## src/rtl/video_window_calc.sv

```systemverilog
// Output window calculator: sizes the scaler window from aspect/absolute inputs,
// centres it on the HDMI raster and commits new results on the rising edge of HDMI_VS.
module video_window_calc #(
    parameter bit EVEN_H = 1'b1
) (
    input  logic        CLK_VIDEO,
    input  logic        RESET,
    input  logic        HDMI_VS,
    input  logic [11:0] HDMI_WIDTH,
    input  logic [11:0] HDMI_HEIGHT,
    input  logic [12:0] ARX,
    input  logic [12:0] ARY,
    output logic [11:0] HMIN,
    output logic [11:0] HMAX,
    output logic [11:0] VMIN,
    output logic [11:0] VMAX,
    output logic        VALID
);

    localparam int unsigned DW        = 12;
    localparam int unsigned AW        = 13;
    localparam int unsigned PW        = 24;
    localparam int unsigned DIV_STEPS = 24;
    localparam int unsigned CNT_W     = 5;

    typedef enum logic [3:0] {
        S_IDLE, S_CAPTURE, S_MUL_W, S_DIV_W, S_CHECK,
        S_MUL_H, S_DIV_H, S_CENTER, S_UPDATE
    } state_t;

    state_t r_state, w_state_nxt;
    logic   r_issued, w_issued_nxt;

    logic w_mul_start, w_div_start, w_snap_ld, w_ld_direct;
    logic w_ld_chk, w_ld_divh, w_ld_ctr, w_ld_pend;

    logic [DW-1:0] r_snap_w, r_snap_h;
    logic [AW-1:0] r_snap_arx, r_snap_ary;
    logic          r_snap_vld;

    logic [DW-1:0] r_w, r_h;

    logic [DW-1:0] r_mul_a, r_mul_b;
    logic [PW-1:0] r_prod;
    logic          r_mul_run;

    logic [PW-1:0]    r_div_q;
    logic [DW-1:0]    r_div_r, r_div_d;
    logic [CNT_W-1:0] r_div_cnt;
    logic             r_div_run;
    logic [DW:0]      w_div_rs;
    logic             w_div_ge;

    logic [DW-1:0] r_c_hmin, r_c_hmax, r_c_vmin, r_c_vmax;
    logic [DW-1:0] r_p_hmin, r_p_hmax, r_p_vmin, r_p_vmax;
    logic          r_pending;

    logic [DW-1:0] r_hmin, r_hmax, r_vmin, r_vmax;
    logic          r_valid;
    logic          r_vs_d;

    logic          w_mismatch, w_direct, w_wc_fits, w_vs_rise, w_commit;
    logic [DW-1:0] w_abs_w, w_abs_h, w_dir_w, w_dir_h, w_hc_h;
    logic [AW-1:0] w_hdiff, w_vdiff, w_hmin, w_vmin, w_hmax, w_vmax;

    // Input snapshot comparison and direct (stretch/absolute) sizing
    always_comb begin
        w_mismatch = !r_snap_vld || (ARX != r_snap_arx) || (ARY != r_snap_ary) ||
                     (HDMI_WIDTH != r_snap_w) || (HDMI_HEIGHT != r_snap_h);
        w_direct   = ARX[12] || (ARX[11:0] == 12'd0) || (ARY[11:0] == 12'd0);
        w_abs_w    = (ARX[11:0] == 12'd0) ? HDMI_WIDTH  : ARX[11:0];
        w_abs_h    = (ARY[11:0] == 12'd0) ? HDMI_HEIGHT : ARY[11:0];
        w_dir_w    = HDMI_WIDTH;
        w_dir_h    = HDMI_HEIGHT;
        if (ARX[12]) begin
            w_dir_w = (w_abs_w > HDMI_WIDTH)  ? HDMI_WIDTH  : w_abs_w;
            w_dir_h = (w_abs_h > HDMI_HEIGHT) ? HDMI_HEIGHT : w_abs_h;
        end
        w_wc_fits = (r_div_q <= PW'(r_snap_w));
        w_hc_h    = (r_div_q < PW'(r_snap_h)) ? r_div_q[DW-1:0] : r_snap_h;
    end

    // Centring arithmetic, 13 bits wide
    always_comb begin
        w_hdiff = AW'(r_snap_w) - AW'(r_w);
        w_vdiff = AW'(r_snap_h) - AW'(r_h);
        w_hmin  = {1'b0, w_hdiff[AW-1:1]};
        w_vmin  = {1'b0, w_vdiff[AW-1:1]};
        if (EVEN_H) begin
            w_hmin[0] = 1'b0;
        end
        w_hmax  = w_hmin + AW'(r_w) - AW'(1);
        w_vmax  = w_vmin + AW'(r_h) - AW'(1);
    end

    always_ff @(posedge CLK_VIDEO) begin
        if (RESET) begin
            r_state  <= S_IDLE;
            r_issued <= 1'b0;
        end else begin
            r_state  <= w_state_nxt;
            r_issued <= w_issued_nxt;
        end
    end

    // Sequencer: each arithmetic state issues one start, then waits for the unit to go idle
    always_comb begin
        w_state_nxt  = r_state;
        w_issued_nxt = r_issued;
        w_mul_start  = 1'b0;
        w_div_start  = 1'b0;
        w_snap_ld    = 1'b0;
        w_ld_direct  = 1'b0;
        w_ld_chk     = 1'b0;
        w_ld_divh    = 1'b0;
        w_ld_ctr     = 1'b0;
        w_ld_pend    = 1'b0;
        case (r_state)
            S_IDLE: begin
                if (w_mismatch) w_state_nxt = S_CAPTURE;
            end
            S_CAPTURE: begin
                w_snap_ld = 1'b1;
                if (w_direct) begin
                    w_ld_direct = 1'b1;
                    w_state_nxt = S_CENTER;
                end else begin
                    w_state_nxt = S_MUL_W;
                end
            end
            S_MUL_W, S_MUL_H: begin
                if (!r_issued) begin
                    if (!r_mul_run) begin
                        w_mul_start  = 1'b1;
                        w_issued_nxt = 1'b1;
                    end
                end else if (!r_mul_run) begin
                    w_issued_nxt = 1'b0;
                    w_state_nxt  = (r_state == S_MUL_W) ? S_DIV_W : S_DIV_H;
                end
            end
            S_DIV_W, S_DIV_H: begin
                if (!r_issued) begin
                    if (!r_div_run) begin
                        w_div_start  = 1'b1;
                        w_issued_nxt = 1'b1;
                    end
                end else if (!r_div_run) begin
                    w_issued_nxt = 1'b0;
                    if (r_state == S_DIV_W) begin
                        w_state_nxt = S_CHECK;
                    end else begin
                        w_ld_divh   = 1'b1;
                        w_state_nxt = S_CENTER;
                    end
                end
            end
            S_CHECK: begin
                if (w_wc_fits) begin
                    w_ld_chk    = 1'b1;
                    w_state_nxt = S_CENTER;
                end else begin
                    w_state_nxt = S_MUL_H;
                end
            end
            S_CENTER: begin
                w_ld_ctr    = 1'b1;
                w_state_nxt = S_UPDATE;
            end
            S_UPDATE: begin
                w_ld_pend   = 1'b1;
                w_state_nxt = S_IDLE;
            end
            default: w_state_nxt = S_IDLE;
        endcase
    end

    // Shared multiplier: operands latched on start, product one cycle later
    always_ff @(posedge CLK_VIDEO) begin
        if (RESET) begin
            r_mul_a   <= '0;
            r_mul_b   <= '0;
            r_prod    <= '0;
            r_mul_run <= 1'b0;
        end else if (w_mul_start) begin
            r_mul_a   <= (r_state == S_MUL_W) ? r_snap_h : r_snap_w;
            r_mul_b   <= (r_state == S_MUL_W) ? r_snap_arx[DW-1:0] : r_snap_ary[DW-1:0];
            r_mul_run <= 1'b1;
        end else if (r_mul_run) begin
            r_prod    <= PW'(r_mul_a) * PW'(r_mul_b);
            r_mul_run <= 1'b0;
        end
    end

    always_comb begin
        w_div_rs = {r_div_r, r_div_q[PW-1]};
        w_div_ge = (w_div_rs >= {1'b0, r_div_d});
    end

    // Restoring divider, one quotient bit per cycle; quotient shifts in behind the dividend
    always_ff @(posedge CLK_VIDEO) begin
        if (RESET) begin
            r_div_q   <= '0;
            r_div_r   <= '0;
            r_div_d   <= '0;
            r_div_cnt <= '0;
            r_div_run <= 1'b0;
        end else if (w_div_start) begin
            r_div_q   <= r_prod;
            r_div_r   <= '0;
            r_div_d   <= (r_state == S_DIV_W) ? r_snap_ary[DW-1:0] : r_snap_arx[DW-1:0];
            r_div_cnt <= CNT_W'(DIV_STEPS);
            r_div_run <= 1'b1;
        end else if (r_div_run) begin
            r_div_r   <= w_div_ge ? DW'(w_div_rs - {1'b0, r_div_d}) : DW'(w_div_rs);
            r_div_q   <= {r_div_q[PW-2:0], w_div_ge};
            r_div_cnt <= r_div_cnt - CNT_W'(1);
            if (r_div_cnt == CNT_W'(1)) r_div_run <= 1'b0;
        end
    end

    always_comb begin
        w_vs_rise = HDMI_VS && !r_vs_d;
        w_commit  = w_vs_rise && r_pending;
    end

    // Snapshot, window size, pending result and committed outputs
    always_ff @(posedge CLK_VIDEO) begin
        if (RESET) begin
            r_snap_w   <= '0;
            r_snap_h   <= '0;
            r_snap_arx <= '0;
            r_snap_ary <= '0;
            r_snap_vld <= 1'b0;
            r_w        <= '0;
            r_h        <= '0;
            r_c_hmin   <= '0;
            r_c_hmax   <= '0;
            r_c_vmin   <= '0;
            r_c_vmax   <= '0;
            r_p_hmin   <= '0;
            r_p_hmax   <= '0;
            r_p_vmin   <= '0;
            r_p_vmax   <= '0;
            r_pending  <= 1'b0;
            r_hmin     <= '0;
            r_hmax     <= '0;
            r_vmin     <= '0;
            r_vmax     <= '0;
            r_valid    <= 1'b0;
            r_vs_d     <= 1'b0;
        end else begin
            r_vs_d <= HDMI_VS;
            if (w_snap_ld) begin
                r_snap_w   <= HDMI_WIDTH;
                r_snap_h   <= HDMI_HEIGHT;
                r_snap_arx <= ARX;
                r_snap_ary <= ARY;
                r_snap_vld <= 1'b1;
            end
            if (w_ld_direct) begin
                r_w <= w_dir_w;
                r_h <= w_dir_h;
            end else if (w_ld_chk) begin
                r_w <= r_div_q[DW-1:0];
                r_h <= r_snap_h;
            end else if (w_ld_divh) begin
                r_w <= r_snap_w;
                r_h <= w_hc_h;
            end
            if (w_ld_ctr) begin
                r_c_hmin <= DW'(w_hmin);
                r_c_hmax <= DW'(w_hmax);
                r_c_vmin <= DW'(w_vmin);
                r_c_vmax <= DW'(w_vmax);
            end
            if (w_ld_pend) begin
                r_p_hmin <= r_c_hmin;
                r_p_hmax <= r_c_hmax;
                r_p_vmin <= r_c_vmin;
                r_p_vmax <= r_c_vmax;
            end
            // A new result landing on a VS edge stays pending; the commit takes the older one
            if (w_ld_pend) begin
                r_pending <= 1'b1;
            end else if (w_commit) begin
                r_pending <= 1'b0;
            end
            if (w_commit) begin
                r_hmin  <= r_p_hmin;
                r_hmax  <= r_p_hmax;
                r_vmin  <= r_p_vmin;
                r_vmax  <= r_p_vmax;
                r_valid <= 1'b1;
            end
        end
    end

    assign HMIN  = r_hmin;
    assign HMAX  = r_hmax;
    assign VMIN  = r_vmin;
    assign VMAX  = r_vmax;
    assign VALID = r_valid;

endmodule
```

## config.mk

```make
export PLATFORM = sky130hd
export DESIGN_NAME = video_window_calc
export DESIGN_NICKNAME = d
export VERILOG_FILES = /design/src/rtl/video_window_calc.sv
export SDC_FILE = /design/constraint.sdc
export NUM_CORES = 1
export LEC_CHECK = 0
export ABC_AREA = 0
export BUFFER_PORTS_ARGS = -buffer_cell sky130_fd_sc_hd__buf_2
export CORE_MARGIN = 3
export CORE_UTILIZATION = 46
export CTS_CLUSTER_DIAMETER = 150
export DETAILED_ROUTE_END_ITERATION = 6
export SLEW_MARGIN = 20
export SYNTH_ARGS = -nofsm -noshare
export SYNTH_HDL_FRONTEND = slang
export SYNTH_SLANG_ARGS = --single-unit
export TNS_END_PERCENT = 20
```

## constraint.sdc

```tcl
create_clock -name CLK_VIDEO -period 15.15 [get_ports CLK_VIDEO]
set_input_delay 3.03 -clock CLK_VIDEO [delete_from_list [all_inputs] [get_ports CLK_VIDEO]]
set_output_delay 3.03 -clock CLK_VIDEO [all_outputs]
set_load 0.1 [all_outputs]
```

## Word-level counts from Yosys, hierarchy flattened

Index checks and enable logic that the tools add are counted.

| word-level totals | value |
|---|---|
| register bits | 327 |
| output and inout port bits | 49 |

| cells by class | value |
|---|---|
| $add $sub $neg | 8 |
| multipliers | 1 |
| $lt $le $gt $ge | 5 |
| equal/unequal tests | 18 |
| multiplexer cells | 59 |
| bitwise gates (word level) | 1 |
| reductions and logical operators | 22 |

Operators by type and width:

| cell | number |
|---|---|
| 12-bit 2-to-1 mux | 17 |
| 24-bit 2-to-1 mux | 2 |
| 1-bit 2-to-1 mux | 27 |
| 13-bit inequality test | 2 |
| 12-bit by 12-bit subtractor with 13-bit output | 2 |
| 12-bit adder | 2 |
| 12-bit greater-than comparator | 2 |
| 24-bit by 12-bit <= comparator with 1-bit output | 1 |
| 12-bit logical NOT | 2 |
| 24-bit by 12-bit less-than comparator with 1-bit output | 1 |
| 12-bit by 12-bit multiplier with 24-bit output | 1 |
| 12-bit inequality test | 2 |
| 4-bit one-hot mux with 6 select lines | 1 |
| 12-bit by 1-bit subtractor with 12-bit output (second input constant) | 2 |
| 4-bit 2-to-1 mux | 5 |
| 4-bit by 3-bit equality test with 1-bit output (second input constant) | 4 |
| 13-bit by 12-bit greater-or-equal comparator with 1-bit output | 1 |
| 12-bit subtractor | 1 |
| 5-bit 2-to-1 mux | 2 |
| 2-bit inequality test (second input constant) | 5 |
| 4-bit by 2-bit equality test with 1-bit output (second input constant) | 2 |
| 1-bit logical OR | 6 |
| 3-bit 2-to-1 mux | 2 |
| 2-bit nonzero test | 3 |
| other kinds (14) | 19 |

## Longest topological paths before layout

Gate-level depths: netlist of the first run.

| depth | value |
|---|---|
| depth after elaboration | 8 |
| gate-level depth with buffers | 21 |

## Worst setup path before layout of the first run

OpenSTA, ideal clock, no wires.

| timing path | value |
|---|---|
| kind | input port to flip-flop |
| from | input ARX[3] |
| to | register r_w[1] |
| data arrival time | 6.042 ns |
| required time | 15.016 ns |
| setup slack | 8.974 ns |
| cell stages on the path | 15 |
| buffers on the path | 2 |
| cells stage by stage | or4_1 > nor4_2 > clkbuf_1 > nand2_1 > nand2_1 > ha_1 > nor2b_1 > o21a_1 > o21ai_0 > a211oi_1 > a2111oi_0 > o21a_1 > buf_4 > mux2i_1 > o22ai_1 |

| on the way | value |
|---|---|
| cells in the longest elaborated chain, start to end | 6 |

Ends and longest elaborated chain:

| item | RTL line | RTL |
|---|---|---|
| start: declaration | 11 | `input logic [12:0] ARX,` |
| 12-bit logical NOT | 70, 71 |  |
| 12-bit 2-to-1 mux / 1-bit logical OR (equally long branches) | 71, 70 |  |
| 12-bit greater-than comparator / 1-bit logical OR (equally long branches) | 76, 70 |  |
| 12-bit 2-to-1 mux / 1-bit 2-to-1 mux (equally long branches) | 76, 124 |  |
| 12-bit 2-to-1 mux / 1-bit 2-to-1 mux (equally long branches) | 75, 118 |  |
| 12-bit 2-to-1 mux / 3-bit nonzero test (equally long branches) | - |  |
| end signal: assignment | 262 | `r_w <= w_dir_w;` |
| end signal: assignment | 265 | `r_w <= r_div_q[DW-1:0];` |
| end signal: assignment | 268 | `r_w <= r_snap_w;` |
| end: declaration | 41 | `logic [DW-1:0] r_w, r_h;` |

Several ways; a longest one is shown, not always the timed one.
A chain may end at the register's enable or synchronous reset.

## Worst setup path in the final report of the first run

| timing path | value |
|---|---|
| from | input ARX[3] |
| to | register r_w[0] |

Same word-level chain as after synthesis.

==> metrics.cfg, run 1 <==
[grt]
grt_pass1_wl_mm=106
met2_usage_pct=41.6
grt_pass1_vias=18833
grt_antenna_before_repair=2
gr-usage-met3_pct=3.21
track_usage_pct=26.1
met1_usage_pct=36.8
grt_overflow=0
busiest_layer=met2
grt_max_degree=90

[yosys]
syn_inst=2793
synth_top_flop_cell=dfxtp_1
yosysUniqueCellTypes=84
yosys-top-cells-count=507 x nand2_1, 327 x dfxtp_1, 289 x inv_1
postSynthAreaPerCell_um2=8.04
synth.most_common_cell=nand2_1
synth-seq-area-share_pct=29.2
synth.top_cell.area_share_pct=29.2
synth_nets=3138
synthesis.area_um2=22500
synth_top_area_cell=dfxtp_1
ys_warn_count=0
synth_edf_count=0
yosys-top-cells-area=dfxtp_1 29%, ha_1 10%, fa_1 9.3%
ys_ff_latch=327
async_flop_share_pct=0

[timing]
setup_tns_ns=0
finalSetupViolCount=0
fin_crit_ns=6.58
max_freq_ghz=0.152
timing.final.crit_share_pct=43.4
hold_viol=0
skew_ns=0.0202
setup_slack_ns=8.57
worst_slew_pin_slew_ns=1.13
whs_ns=0.445
finalMaxSlewViolations=0
rsz0062_at_grt=false
max_slew_margin_pct=24.4

[worst_setup_path]
required_ns=15.60
critPathCapture=r_w[0]
path_max_fanout=12
rr_startpoint=r_mul_a[0]
rr_endpoint=r_prod[22]
arrival_ns=7.03
reg2reg_slack_ns=9.34
crit_path_start_kind=primary input
crit_path_start=ARX[3]
crit_path_end_kind=flip-flop
critPathKind=primary input to flip-flop
reg2reg_depth=18

[drt]
detail_route.first_pass.iterations=5
route.antenna.remaining_nets=0
avgViaCountPerCell=5.65
drt_iter0_markers=1396
num_vias=19438
drt-total-wl_mm=67.1
wl_per_cell_um=19.5
drc=0

[pwr]
pwr-share-comb_pct=58.5
p_total_mw=5.37
switching_share_pct=47.6
p_sw_mw=2.55
seqPwrFrac_pct=24.3
leakage_nw=10.4
power_frac_clock_pct=17.2
irDropWorstVdd_uv=347
powerDensity_nw_per_um2=219
intPower_mw=2.82

[status]
status=finished clean

[cells_and_area]
fill_cells=4695
antennaDiodeCount=0
drive_above_1_share_pct=7.64
area_delta_synth_final_pct=9.47
seq_area_um2=6550
layout.nets=3146
fin_util_pct=51.3
multi_input_area_um2=14200

[placement]
gp_congestion=0.941
io_buffers=100
place_ws_ns=8.06
dpl.hpwl_mm=50.6

[hold_path]
hold_path_class=flip-flop to flip-flop

[clock_tree]
clock_latency_ns=0.57
clockBufferDepth=3
hold_buffers=0
cts_num_sinks=327
cts_tree=done
cts_inserted_buffers=39
clk_pin_slew_ns=0.06
htree_levels=2
post_cts_buffers=0
cts_resized=0
cts-root-buf=clkbuf_16

[flow_run]
max-cap-violations=0

[floorplan]
dieArea_um2=51500
core_area_um2=47900
die_height_um=227
fp-row-count=80
die_w_um=227
initial_core_util_pct=46.8
io_pins=102

cells in the final DEF, fill, tap and decap left out, types with 58 or more instances in the layout:
cell type  synthesis  layout
nand2_1          507     506
dfxtp_1          327     326
inv_1            289     289
a21oi_1          280     280
ha_1             188     188
nor2_1           144     144
fa_1             104     104
buf_2             19      99
mux2i_1           85      85
a211oi_1          79      79
and2_1            71      71
nand3_1           58      58
critical path: stages:
cell and delay, ns:
buf_2 0.15, or4_1 0.59, nor4_2 0.39, buf_4 0.26, nand2_1 0.06, nand2_1 0.09
ha_1 0.24, nor2b_1 0.13, o21a_1 0.15, o21ai_0 0.26, a211oi_1 0.12, a2111oi_0 0.37
o21a_1 0.70, mux2i_1 0.22, a32o_1 0.25
routing by layer:
metal / up-vias / routed length, um
met3: 116 / 3250
met4: 4 / 2170
met5: - / 27
met1: 9412 / 31600
li1: 9441 / -
met2: 465 / 30100
power by group through the flow:
stage	Combinational, mW	Clock (mW)	Sequential, mW
3_5_place_dp	3.10	0	1.31
5_1_grt	3.56	0.978	1.32
2_1_floorplan	2.54	0	1.10
4_1_cts	3.13	0.942	1.29
6_report	3.14	0.926	1.30
3_3_place_gp	3.06	0	1.31
registers in the layout (all words and copies together) (netlist names), 12 cells and up:
register / count
r_div_r: 12
r_prod: 24
VMAX: 12
r_div_d: 12
r_c_vmin: 12
r_c_hmax: 12
r_w: 12
r_snap_arx: 13
r_div_q: 24
r_p_vmin: 12
r_mul_b: 12
r_p_vmax: 12
r_snap_ary: 13
r_c_vmax: 12
r_snap_w: 12
VMIN: 12
r_p_hmax: 12
HMAX: 12
r_mul_a: 12
r_snap_h: 12
r_h: 12
layout make-up:
cell class                      count  share of cell area, %
Multi-Input combinational cell   2020                   57.9
Sequential cell                   327                   26.6
Inverter                          289                   4.41
Clock buffer                       52                   4.37
Tap cell                          615                   3.13
Timing Repair Buffer              124                   2.81
Clock inverter                     15                  0.748
how the worst min path moves through the flow:
| stage | startpoint | to | slack [ns] | cells past startpoint |
|---|---|---|---|---|
| 2_1_floorplan | r_c_hmax[10] | r_p_hmax[10] | 0.43 | 2 |
| 3_3_place_gp | VMIN[8] | VMIN[8] | 0.44 | 2 |
| 3_5_place_dp | HMIN[10] | HMIN[10] | 0.44 | 2 |
| 4_1_cts | r_p_hmax[3] | HMAX[3] | 0.45 | 2 |
| 5_1_grt | r_p_vmax[10] | VMAX[10] | 0.46 | 2 |
| 6_report | r_p_hmin[9] | HMIN[9] | 0.44 | 2 |
per-stage QoR:
step                      cells  instance area [um2]
final                      3442                24600
after global routing       3442                24600
after CTS                  3442                24600
after floorplan            2793                22500
after detailed placement   3375                23300
after global placement     3375                23300
cells by family (layout without fill, tap and decap cells):
kind of cell / after synthesis / after routing / synth area share (%)
muxes: 88 / 88 / 3.94
xor gates and xnor gates: 91 / 91 / 3.55
AOI/OAI and AO/OA: 602 / 602 / 16.9
other: 1 / 1 / 0.0167
buffers and inverters: 446 / 480 / 7.61
adders and majority gates: 292 / 292 / 19.8
DFF: 327 / 327 / 29.2
and+or+nand+nor: 946 / 946 / 19.1
No activity file was read; power rests on OpenSTA's default activity.
==> run 2: changes to the inputs <==
==> constraint.sdc (replaced) <==
create_clock -name CLK_VIDEO -period 5.6 [get_ports CLK_VIDEO]
set_input_delay 1.12 -clock CLK_VIDEO [delete_from_list [all_inputs] [get_ports CLK_VIDEO]]
set_output_delay 1.12 -clock CLK_VIDEO [all_outputs]
set_load 0.1 [all_outputs]
==> run 2 against run 1 <==
Power increased to 2.7 times the previous value. Worst setup slack got worse by 8.3 ns. Sequential power increased by 150%. Critical path depth increased by 3. Sequential share of layout area decreased by 0.36 points.
==> metrics.cfg, run 2 (synthesized netlist as in run 1, its figures left out) <==
[pwr]
intPower_mw=7.95  ; +180%
p_sw_mw=6.81  ; +170%
irDropWorstVdd_uv=571  ; +64%
switching_share_pct=46.1  ; -1.4 points
power_frac_clock_pct=18.3  ; +1.1 points
seqPwrFrac_pct=22.0  ; -2.3 points
pwr-share-comb_pct=59.8  ; +1.3 points
leakage_nw=10.7  ; +2.3%
powerDensity_nw_per_um2=591  ; +170%

[cells_and_area]
antennaDiodeCount=0  ; unchanged
layout_common_cells=506 x nand2_1, 315 x dfxtp_1, 289 x inv_1, 279 x a21oi_1, 186 x ha_1
multi_input_area_um2=14200  ; about the same
fin_util_pct=52.1  ; +0.81 points
reg_top3=r_div_q (24), r_prod (24)
mostFrequentLayoutCell=nand2_1
layout.nets=3178  ; +1.0%
area_delta_synth_final_pct=11.2
drive_above_1_share_pct=9.29  ; +1.7 points
fill_cells=4609  ; -1.8%
fin_area_um2=25000  ; +1.6%
seq_area_um2=6560  ; +0.21%

[clock_tree]
cts_inserted_buffers=38  ; -2.6%
htree_levels=2  ; unchanged
clockBufferDepth=3  ; unchanged
cts_tree=done
clk_pin_slew_ns=0.06  ; about the same
cts_num_sinks=327  ; unchanged
cts-root-buf=clkbuf_16
clock_latency_ns=0.56  ; about the same

[placement]
gp_congestion=0.908  ; -3.4%
dpl.hpwl_mm=49.6  ; -1.9%
post_dp_cell_area_um2=23600  ; +1.1%
io_buffers=100  ; unchanged

[grt]
grt_pass1_vias=18736  ; -0.52%
track_usage_pct=25.3  ; -0.82 points
grt_overflow=0  ; unchanged
grt_max_degree=161  ; +79%
grt_pass1_wl_mm=104  ; -2.1%
grt_antenna_before_repair=2  ; unchanged

[worst_setup_path]
path_max_fanout=10  ; -2
crit_path_end_kind=flip-flop
arrival_ns=5.78  ; -1.25 ns
crit_path_max_incr_delay_ns=0.55  ; -0.15 ns
crit_path_start_kind=flip-flop
path_cells=buf_4, and2_1, fa_1, fa_1, fa_1, fa_1, inv_1, fa_1, inv_1, ha_1, a21oi_2, o21ai_0, inv_1, nand3_2, and4_1, or3_1, and3_1, o31ai_1
critPathKind=flip-flop to flip-flop
path_buf_inv=4  ; +2
crit_top_cell=fa_1
required_ns=6.07  ; -9.53 ns
critPathSlowestCell=fa_1
path_delay_family=adder cells

[timing]
whs_ns=0.443  ; -0.00201 ns
finalMaxSlewViolations=0  ; unchanged
timing.final.crit_share_pct=94.9
fin_crit_ns=5.32
hold_viol=0  ; unchanged
worst_slew_pin_slew_ns=1.02  ; -0.104 ns
finalSetupViolCount=0  ; unchanged
skew_ns=0.0332  ; +0.0130 ns
max_freq_ghz=0.188
max_slew_margin_pct=31.9  ; +7.5 points

[floorplan]
io_pins=102  ; unchanged
die_w_um=227  ; unchanged
die_height_um=227  ; unchanged
initial_core_util_pct=46.8  ; unchanged
core_area_um2=47900  ; unchanged
fp-row-count=80  ; unchanged
dieArea_um2=51500  ; unchanged

[drt]
num_vias=19349  ; -0.46%
drt_iter0_markers=1382  ; -1.0%
wl_per_cell_um=18.7  ; -4.1%
drc=0  ; unchanged
detail_route.first_pass.iterations=5  ; unchanged
drt-total-wl_mm=65.0  ; -3.1%
route.antenna.remaining_nets=0  ; unchanged
avgViaCountPerCell=5.56  ; -1.5%

[status]
status=finished clean

[flow_run]
max-cap-violations=0  ; unchanged

[hold_path]
hold_path_class=flip-flop to flip-flop

-- run 2: path summary, 6_finish.rpt --
path	start	endpoint	slack [ns]	cells after the start
max	r_mul_a[6]	r_prod[22]	0.28	18
min	r_c_vmax[3]	r_p_vmax[3]	0.44	2
max reg2reg	r_mul_a[6]	r_prod[22]	0.28	18
min reg2reg	r_c_vmax[3]	r_p_vmax[3]	0.44	2
-- run 2: power by group through the flow --
stage	clock, mW	sequential (mW)	combinational, mW
floorplan	0	2.97	6.87
global placement	0	3.25	8.57
detailed placement	0	3.26	8.70
CTS	2.76	3.21	8.76
global route	2.86	3.28	9.93
finish	2.70	3.24	8.82
-- run 2: metrics by stage --
stage / setup WS (ns) / power (mW) / TNS (ns) / cells
floorplan: 0.318 / 9.83 / 0 / 2793
global placement: 0.229 / 11.8 / 0 / 3407
detailed placement: 0.169 / 12.0 / 0 / 3407
CTS: 0.164 / 14.7 / 0 / 3476
global route: -0.000724 / 16.1 / -0.000724 / 3477
finish: 0.284 / 14.8 / 0 / 3477
-- run 2: worst reg2reg max path, delay by kind of cell (launching register included) --
| family | cells | cell delay [ns] |
|---|---|---|
| and+or+nand+nor | 5 | 1.04 |
| AOI/OAI and AO/OA | 3 | 0.55 |
| buffers and inverters | 4 | 0.41 |
| adders and majority gates | 6 | 2.86 |
| DFF | 1 | 0.37 |
-- run 2: layout make-up --
class,count,area share (%)
timing repair buffer,157,3.80
clock inverter,14,0.852
multi-input combinational,2020,57.0
clock buffer,55,4.64
sequential,327,26.3
tap,615,3.08
inverter,289,4.34
-- run 2: repair_timing --
item,in CTS,in global routing
endpoints found under the hold margin,0,0
setup endpoints to repair,0,4
setup buffers,0,1
gates resized for setup,0,15
hold buffers,0,0
-- run 2: metal layers --
layer | track usage (%) | wire, um | vias up
met1 | 35.9 | 30700 | 9291
met4 | 6.66 | 1490 | 4
met3 | 3.46 | 3330 | 98
met2 | 40.6 | 29500 | 448
li1 | - | - | 9508
met5 | 0 | 27 | -
==> run 3: changes to the inputs <==
--- a/config.mk
+++ b/config.mk
@@ -9,6 +9,7 @@
 export BUFFER_PORTS_ARGS = -buffer_cell sky130_fd_sc_hd__buf_2
 export CORE_MARGIN = 3
 export CORE_UTILIZATION = 46
+export CTS_BUF_LIST = sky130_fd_sc_hd__clkbuf_16
 export CTS_CLUSTER_DIAMETER = 150
 export DETAILED_ROUTE_END_ITERATION = 6
 export SLEW_MARGIN = 20
==> run 3 against run 2 <==
Clock power shrank 4%. Clock skew shrank 0.0066 ns. Die area is the same. Register-to-register slack is essentially flat. Count of clock-buffer cells in the layout shrank 14. Final cell count is the same. Cell area shrank 0.32%. Global-route usage is essentially flat. Combinational power is essentially flat. Wire length grew 0.15%. Critical path depth is the same. Largest power group unchanged. Flip-flop and latch count is the same.
==> metrics.cfg, run 3 (synthesized netlist as in run 1, its figures left out) <==
[status]
status=finished clean

[worst_setup_path]
crit_path_start_kind=flip-flop
critPathSlowestCell=fa_1
crit_top_cell=fa_1
crit_path_max_incr_delay_ns=0.55  ; about the same
critPathKind=flip-flop to flip-flop
required_ns=6.07  ; about the same
path_cells=buf_4, and2_1, fa_1, fa_1, fa_1, fa_1, inv_1, fa_1, inv_1, ha_1, a21oi_2, o21ai_0, inv_1, nand3_2, and4_1, or3_1, and3_1, o31ai_1
crit_path_end_kind=flip-flop
arrival_ns=5.78  ; about the same
path_max_fanout=10  ; unchanged

[timing]
finalMaxSlewViolations=0  ; unchanged
finalSetupViolCount=0  ; unchanged
skew_ns=0.0266  ; -0.00658 ns
max_freq_ghz=0.188  ; about the same
worst_slew_pin_slew_ns=1.04  ; +0.0160 ns
hold_viol=0  ; unchanged
fin_crit_ns=5.31  ; -0.00160 ns
timing.final.crit_share_pct=94.9  ; about the same
max_slew_margin_pct=30.8  ; -1.1 points

[cells_and_area]
drive_above_1_share_pct=9.01  ; -0.28 points
fill_cells=4625  ; +0.35%
fin_util_pct=51.9  ; -0.17 points
layout_common_cells=506 x nand2_1, 315 x dfxtp_1, 295 x inv_1, 279 x a21oi_1, 186 x ha_1
multi_input_area_um2=14200  ; unchanged
fin_area_um2=24900  ; -0.32%
seq_area_um2=6560  ; unchanged
mostFrequentLayoutCell=nand2_1
area_delta_synth_final_pct=10.8
layout.nets=3178  ; unchanged
reg_top3=r_div_q (24), r_prod (24)
antennaDiodeCount=0  ; unchanged

[clock_tree]
htree_levels=2  ; unchanged
cts_num_sinks=327  ; unchanged
clockBufferDepth=3  ; unchanged
hold_buffers=0  ; unchanged
cts_tree=done
clock_latency_ns=0.56  ; about the same
cts-root-buf=clkbuf_16
cts_inserted_buffers=38  ; unchanged
clk_pin_slew_ns=0.06  ; about the same

[grt]
grt_max_degree=161  ; unchanged
grt_pass1_vias=18736  ; unchanged
grt_antenna_before_repair=2  ; unchanged
track_usage_pct=25.3  ; +0.028 points
grt_pass1_wl_mm=104  ; about the same
grt_overflow=0  ; unchanged

[flow_run]
max-cap-violations=0  ; unchanged

[floorplan]
dieArea_um2=51500  ; unchanged
io_pins=102  ; unchanged
die_height_um=227  ; unchanged
initial_core_util_pct=46.8  ; unchanged
die_w_um=227  ; unchanged
core_area_um2=47900  ; unchanged
fp-row-count=80  ; unchanged

[pwr]
switching_share_pct=46.5  ; +0.36 points
intPower_mw=7.83  ; -1.5%
p_sw_mw=6.80  ; -0.11%
irDropWorstVdd_uv=568  ; -0.47%
seqPwrFrac_pct=22.2  ; +0.2 points
power_frac_clock_pct=17.6  ; -0.7 points
pwr-share-comb_pct=60.2  ; +0.4 points
leakage_nw=10.7  ; -0.19%
powerDensity_nw_per_um2=588  ; -0.56%

[drt]
num_vias=19380  ; +0.16%
drt-total-wl_mm=65.1  ; +0.15%
drt_iter0_markers=1239  ; -10%
avgViaCountPerCell=5.57  ; +0.16%
wl_per_cell_um=18.7  ; +0.15%
route.antenna.remaining_nets=0  ; unchanged
detail_route.first_pass.iterations=6  ; +1
drc=0  ; unchanged

[placement]
post_dp_cell_area_um2=23600  ; unchanged
dpl.hpwl_mm=49.6  ; unchanged
io_buffers=100  ; unchanged
gp_congestion=0.908  ; unchanged

[hold_path]
hold_path_class=flip-flop to flip-flop

## run 3: worst paths after layout
path / start / endpoint / slack, ns / cells after the start
setup reg to reg: r_mul_a[6] / r_prod[22] / 0.29 / 18
hold reg to reg: r_c_vmax[3] / r_p_vmax[3] / 0.45 / 2
setup / recovery: r_mul_a[6] / r_prod[22] / 0.29 / 18
hold / removal: r_c_vmax[3] / r_p_vmax[3] / 0.45 / 2
## run 3: worst max-delay path: cells and delay by family, from the launching register on
family                   cells  cell delay [ns]
flip-flops                   1             0.37
adder cells (fa/ha/maj)      6             2.85
AO/OA/AOI/OAI                3             0.55
AND/OR/NAND/NOR              5             1.04
buffers and inverters        4             0.41
## run 3: per-stage QoR
| step | setup WS [ns] | std cells | hold slack (ns) | power [mW] | TNS (ns) |
|---|---|---|---|---|---|
| finish | 0.286 | 3477 | 0.446 | 14.6 | 0 |
| global route | -0.000724 | 3477 | 0.469 | 15.9 | -0.000724 |
| CTS | 0.164 | 3476 | 0.444 | 14.6 | 0 |
| floorplan | 0.318 | 2793 | 0.432 | 9.83 | 0 |
| global placement | 0.229 | 3407 | 0.442 | 11.8 | 0 |
| detailed placement | 0.169 | 3407 | 0.444 | 12.0 | 0 |
## run 3: power groups by stage
stage	Sequential, mW	Combinational, mW	Clock (mW)
final	3.24	8.81	2.58
after global routing	3.28	9.93	2.73
after CTS	3.21	8.76	2.64
after detailed placement	3.26	8.70	0
after global placement	3.25	8.57	0
after floorplan	2.97	6.87	0
## run 3: final cells by class
type                    instances  area share, %
clock buffers                  41           4.12
inverters                     289           4.36
repair buffers                157           3.82
clock inverters                28           1.07
well taps                     615           3.09
flip-flops and latches        327           26.4
multi-input cells            2020           57.2
## run 3: metal layers
metal | track usage [%] | vias to the layer above | part of all wire (%)
li1 | - | 9508 | -
met1 | 36.0 | 9316 | 47
met2 | 40.6 | 449 | 45
met3 | 3.38 | 103 | 5.0
met4 | 6.80 | 4 | 2.3
met5 | 0 | - | 0.041
## run 3: repair_timing
action / 4_1_cts / 5_1_grt
setup buffers: 0 / 1
setup endpoints to repair: 0 / 4
resized for setup: 0 / 15
